<file path="config.mk">
export PLATFORM = sky130hd
export DESIGN_NAME = arm_decoder
export DESIGN_NICKNAME = d
export VERILOG_FILES = /design/src/rtl/arm_decoder.sv
export SDC_FILE = /design/constraint.sdc
export NUM_CORES = 1
export LEC_CHECK = 0
export ABC_AREA = 1
export BUFFER_PORTS_ARGS = -buffer_cell sky130_fd_sc_hd__buf_4
export CAP_MARGIN = 15
export CORE_MARGIN = 5
export CORE_UTILIZATION = 37
export CTS_CLUSTER_DIAMETER = 200
export DETAILED_ROUTE_END_ITERATION = 16
export PLACE_DENSITY = 0.74
export SETUP_SLACK_MARGIN = 0.2
export SLEW_MARGIN = 20
export SYNTH_ARGS = -nofsm -noshare
export SYNTH_HDL_FRONTEND = slang
export SYNTH_SLANG_ARGS = --single-unit
</file>
<file path="constraint.sdc">
create_clock -name clk -period 0.8 [get_ports clk]
set_input_delay 0.16 -clock clk [delete_from_list [all_inputs] [get_ports clk]]
set_output_delay 0.16 -clock clk [all_outputs]
set_load 0.02 [all_outputs]
</file>
<file path="src/rtl/arm_decoder.sv">
// arm_decoder: registered Op/Funct/Rd decode into single-cycle ARM datapath controls.
// Define DECODER_CMP_EN to decode cmd 1010 as CMP (SUB with NoWrite); otherwise it is unsupported.
module arm_decoder (
    input  logic       clk,
    input  logic       reset,
    input  logic [1:0] Op,
    input  logic [5:0] Funct,
    input  logic [3:0] Rd,
    output logic [1:0] FlagW,
    output logic       PCS,
    output logic       RegW,
    output logic       MemW,
    output logic       MemtoReg,
    output logic       ALUSrc,
    output logic [1:0] ImmSrc,
    output logic [1:0] RegSrc,
    output logic [1:0] ALUControl,
    output logic       NoWrite
);
    logic [9:0] controls;
    logic [1:0] regSrcD, immSrcD, aluCtlD, flagWD;
    logic       aluSrcD, memtoRegD, regWD, memWD, branchD, aluOp;
    logic [3:0] cmd;
    logic       isCmp, supported, noWriteD, pcsD;

    assign cmd = Funct[4:1];
`ifdef DECODER_CMP_EN
    assign isCmp = (cmd == 4'b1010);
`else
    assign isCmp = 1'b0;
`endif

    // {RegSrc, ImmSrc, ALUSrc, MemtoReg, RegW, MemW, Branch, ALUOp}
    always_comb begin
        controls = (Op == 2'b00) ? {4'b0000, Funct[5], 5'b01001} :
                   (Op == 2'b01) ? (Funct[0] ? 10'b0001111000 : 10'b1001100100) :
                   (Op == 2'b10) ? 10'b0110100010 : 10'b0;
        {regSrcD, immSrcD, aluSrcD, memtoRegD, regWD, memWD, branchD, aluOp} = controls;
        aluCtlD = (cmd == 4'b0010 || isCmp) ? 2'b01 :
                  (cmd == 4'b0000)          ? 2'b10 :
                  (cmd == 4'b1100)          ? 2'b11 : 2'b00;
        supported = aluOp && (cmd == 4'b0100 || cmd == 4'b0010 || cmd == 4'b0000 ||
                              cmd == 4'b1100 || isCmp);
        aluCtlD  = supported ? aluCtlD : 2'b00;
        flagWD   = supported ? {Funct[0], Funct[0] & ~aluCtlD[1]} : 2'b00;
        noWriteD = supported & isCmp;
        pcsD     = ((Rd == 4'hF) & regWD) | branchD;
    end

    always_ff @(posedge clk or negedge reset) begin
        if (!reset) begin
            FlagW      <= 2'b00;
            PCS        <= 1'b0;
            RegW       <= 1'b0;
            MemW       <= 1'b0;
            MemtoReg   <= 1'b0;
            ALUSrc     <= 1'b0;
            ImmSrc     <= 2'b00;
            RegSrc     <= 2'b00;
            ALUControl <= 2'b00;
            NoWrite    <= 1'b0;
        end else begin
            FlagW      <= flagWD;
            PCS        <= pcsD;
            RegW       <= regWD;
            MemW       <= memWD;
            MemtoReg   <= memtoRegD;
            ALUSrc     <= aluSrcD;
            ImmSrc     <= immSrcD;
            RegSrc     <= regSrcD;
            ALUControl <= aluCtlD;
            NoWrite    <= noWriteD;
        end
    end
endmodule

</file>
==> flow_summary.html <==
<table>
<tr><th>Metric</th><th>Value</th></tr>
<tr><th colspan="2">Run status</th></tr>
<tr><td>Status</td><td>finished with violations</td></tr>
<tr><td>Violated checks</td><td>negative setup slack</td></tr>
<tr><th colspan="2">Global route</th></tr>
<tr><td>Remaining Overflow, GRT</td><td>0</td></tr>
<tr><td>Gr usage total</td><td>10.6%</td></tr>
<tr><td>Global-route wire length before repair</td><td>1.64 mm</td></tr>
<tr><td>Number of antenna violations at the first check in global routing</td><td>0</td></tr>
<tr><td>Vias in the first global route</td><td>397</td></tr>
<tr><td>Largest net degree at the start of global routing</td><td>12</td></tr>
<tr><th colspan="2">Placement</th></tr>
<tr><td>Placed wire-length estimate</td><td>slightly below 900 um</td></tr>
<tr><td>Cell Count Post-Placement</td><td>between 80 and 90</td></tr>
<tr><td>Placer congestion estimate</td><td>0.767</td></tr>
<tr><td>Quantity of I/O buffers inserted on ports</td><td>26</td></tr>
<tr><th colspan="2">STA</th></tr>
<tr><td>Max-slew violation count</td><td>0</td></tr>
<tr><td>Setup TNS</td><td>-1.73 ns</td></tr>
<tr><td>Tmin final</td><td>0.967 ns</td></tr>
<tr><td>Highest Clock Rate</td><td>1030 MHz</td></tr>
<tr><td>Post-route clock period utilization</td><td>121%</td></tr>
<tr><td>Post-route worst setup slack</td><td>-0.167 ns</td></tr>
<tr><td>Number of endpoints with negative hold slack in the final report</td><td>0</td></tr>
<tr><td>RSZ-0062 raised after global routing</td><td>true</td></tr>
<tr><td>Setup violation total in the final timing report</td><td>13</td></tr>
<tr><th colspan="2">Clocking</th></tr>
<tr><td>Maximum level of the CTS H-tree</td><td>1</td></tr>
<tr><td>Root Buffer Master</td><td>clkbuf_4</td></tr>
<tr><td>Clock tree from TritonCTS</td><td>built</td></tr>
<tr><td>Buffer count from post-CTS setup fixing</td><td>0</td></tr>
<tr><td>Maximum number of buffers from clock root to sink</td><td>2</td></tr>
<tr><td>TritonCTS sink count</td><td>11</td></tr>
<tr><td>Clock-pin slew of the registers on the worst-case setup and hold paths</td><td>0.06 ns</td></tr>
<tr><td>Number of buffers inserted during clock tree synthesis</td><td>3</td></tr>
<tr><th colspan="2">Floorplan</th></tr>
<tr><td>Core region area</td><td>1300 sq um</td></tr>
<tr><td>Starting density of the core</td><td>38.9%</td></tr>
<tr><td>Width of the die</td><td>roughly 47 um</td></tr>
<tr><td>Full die area</td><td>2210 sq um</td></tr>
<tr><td>DIE HEIGHT</td><td>around 47 um</td></tr>
<tr><td>Number of core rows</td><td>13</td></tr>
<tr><td>IO Count</td><td>28</td></tr>
<tr><th colspan="2">Finish</th></tr>
<tr><td>Sequential cell area in the final layout</td><td>278 sq um</td></tr>
<tr><td>Layout filler cell count</td><td>between 100 and 150</td></tr>
<tr><td>Synthesis-to-layout area growth</td><td>69.1%</td></tr>
<tr><td>Antenna diodes</td><td>0</td></tr>
<tr><td>Number of nets in the layout</td><td>98</td></tr>
<tr><td>Post-route insts no fill</td><td>94</td></tr>
<tr><td>Multi-input combinational cell area</td><td>233 sq um</td></tr>
<tr><td>Share of cells above drive strength 1</td><td>~63%</td></tr>
<tr><th colspan="2">Setup path</th></tr>
<tr><td>Kind of critical path</td><td>reg -&gt; out</td></tr>
<tr><td>Cell family with the largest share of critical-path delay</td><td>flip-flops</td></tr>
<tr><td>Largest fanout on the critical path</td><td>2</td></tr>
<tr><td>Critical path launch point type</td><td>flip-flop</td></tr>
<tr><td>CP Data Arrival Time</td><td>just over 0.8 ns</td></tr>
<tr><td>Critical path startpoint</td><td>RegSrc[0]$_DFF_PN0_</td></tr>
<tr><td>Buffers and inverters on the worst path</td><td>1</td></tr>
<tr><td>Largest incremental delay on the critical path</td><td>between 0.4 and 0.5 ns</td></tr>
<tr><td>Ordered list of cells on the worst path</td><td>buf_6</td></tr>
<tr><td>Critical Path RT</td><td>0.64 ns</td></tr>
<tr><td>Type of destination of the critical path</td><td>primary output</td></tr>
<tr><td>Critical-path cell with the highest stage delay</td><td>dfrtp_2</td></tr>
<tr><th colspan="2">Routing</th></tr>
<tr><td>Number of detailed-route iterations in the first pass</td><td>2</td></tr>
<tr><td>Vias after detailed routing</td><td>between 400 and 500</td></tr>
<tr><td>Post-detailed-route wirelength per cell</td><td>between 10 and 15 um</td></tr>
<tr><td>Remaining antenna violation count after routing</td><td>0</td></tr>
<tr><td>Total wire length</td><td>1.03 mm</td></tr>
<tr><td>Number of DRC violations after detailed routing</td><td>0</td></tr>
<tr><td>Vias/cell</td><td>4.38</td></tr>
<tr><td>DR iter-0 viols</td><td>1</td></tr>
<tr><th colspan="2">Pwr</th></tr>
<tr><td>Leakage component of the power</td><td>0.438 nW</td></tr>
<tr><td>Worst voltage drop across the vdd grid</td><td>0.836 mV</td></tr>
<tr><td>Pwr per Cell Area</td><td>1440 nW/um^2</td></tr>
<tr><th colspan="2">Yosys</th></tr>
<tr><td>Syn Nets</td><td>69</td></tr>
<tr><td>Post-Synthesis Cell Area</td><td>between 500 and 600 sq um</td></tr>
<tr><td>Sequential-to-total area share from yosys stat</td><td>roughly 54%</td></tr>
<tr><td>Cell type with the largest total area after synthesis</td><td>dfrtp_1</td></tr>
<tr><td>Average instance area after synthesis</td><td>9.94 sq um</td></tr>
<tr><td>Distinct cell type count after synthesis</td><td>16</td></tr>
<tr><td>Area share of the largest cell type after synthesis</td><td>54.3%</td></tr>
<tr><td>Synth Instances</td><td>51</td></tr>
<tr><td>Ys Warns</td><td>0</td></tr>
<tr><td>Number of synthesized register bits</td><td>11</td></tr>
<tr><td>Main area contributors after synthesis</td><td>dfrtp_1, ha_1, inv_1, nand2_1, buf_4</td></tr>
<tr><th colspan="2">Hold path</th></tr>
<tr><td>Worst min-delay path startpoint</td><td>Funct[0]</td></tr>
<tr><td>Type of the tightest min-delay check</td><td>in -&gt; reg</td></tr>
<tr><th colspan="2">Flow run</th></tr>
<tr><td>Number of maximum-capacitance violations</td><td>0</td></tr>
</table>
[final timing paths]
path	end	slack, ns	cells after the start
max	ImmSrc[1]	-0.17	1
min	MemW$_DFF_PN0_	0.09	2
max in group asynchronous	RegSrc[0]$_DFF_PN0_	0.37	2
min in group asynchronous	MemtoReg$_DFF_PN0_	0.27	2
[area by class of cell]
type / instances / area share (%)
Sequential cell: 11 / 32.4
Timing Repair Buffer: 27 / 29.2
Multi-Input combinational cell: 28 / 27.2
Tap cell: 15 / 2.19
Inverter: 9 / 5.99
Clock buffer: 4 / 3.07
[state kept, by name (all words and copies together) (netlist names)]
register,cells
RegSrc,1
ALUSrc,1
ImmSrc,1
FlagW,2
MemtoReg,1
PCS,1
ALUControl,2
MemW,1
RegW,1
[cells in the final DEF (no fill, tap or decap), types with 2 or more instances in the layout]
cell type	count
a21oi_2	2
buf_4	14
buf_6	12
clkbuf_4	3
dfrtp_1	9
dfrtp_2	2
ha_4	2
inv_1	4
inv_2	3
nand2_1	5
nand2_2	2
nand3_2	2
nor2_1	3
[kinds of logic after synthesis]
group / synth area share [%]
and+or+nand+nor: 17.8
buffers and inverters: 11.1
DFF: 54.3
AOI/OAI and AO/OA: 6.17
adders and majority gates: 9.88
other: 0.740
[synthesized netlist by cell type]
| library cell | instances |
|---|---|
| dfrtp_1 | 11 |
| inv_1 | 9 |
| nand2_1 | 7 |
| ha_1 | 4 |
| nor2_1 | 4 |
| buf_4 | 3 |
| a21oi_1 | 2 |
| nand3_2 | 2 |
| nor3_1 | 2 |
| conb_1 | 1 |
| nand2_2 | 1 |
| nand4_1 | 1 |
| nor2_2 | 1 |
| o21ai_0 | 1 |
| o21ai_2 | 1 |
| o21bai_1 | 1 |
[metal layers]
| metal | share of wire, % | GRT usage (%) | vias to the layer above |
|---|---|---|---|
| met5 | 0 | 0 | - |
| met4 | 3.1 | 8.29 | 0 |
| met3 | 9.9 | 1.15 | 2 |
| met2 | 51 | 16.3 | 16 |
| met1 | 36 | 13.4 | 184 |
| li1 | - | - | 210 |
[stage by stage]
step / setup WS, ns / power, W / instance area [sq um] / hold WS (ns) / utilization, %
global route: -0.191 / 0.00130 / 857 / 0.0958 / 65.9
detailed placement: -0.0283 / 0.000861 / 767 / -0.00273 / 58.9
floorplan: 0.0633 / 0.000733 / 583 / -0.136 / -
finish: -0.167 / 0.00123 / 857 / 0.0927 / 65.9
CTS: -0.177 / 0.00124 / 845 / 0.0908 / 64.9
global placement: -0.0136 / 0.000857 / 767 / -0.00423 / 58.9
[where the power goes]
group          internal [W]  switching (W)  leakage [nW]  total, W
registers          0.000581      0.0000120         0.143  0.000593
clock network      0.000192       0.000163        0.0150  0.000355
logic              0.000138       0.000144         0.280  0.000282
total              0.000912       0.000319         0.438   0.00123
[timing repair]
item / CTS / global route
hold endpoints to repair: 11 / 0
endpoints found under the setup margin: 13 / 16
gates resized for setup: 11 / 3
hold buffers: 1 / 0
pin swaps: 0 / 4
Power figures use the tool's default switching activity.
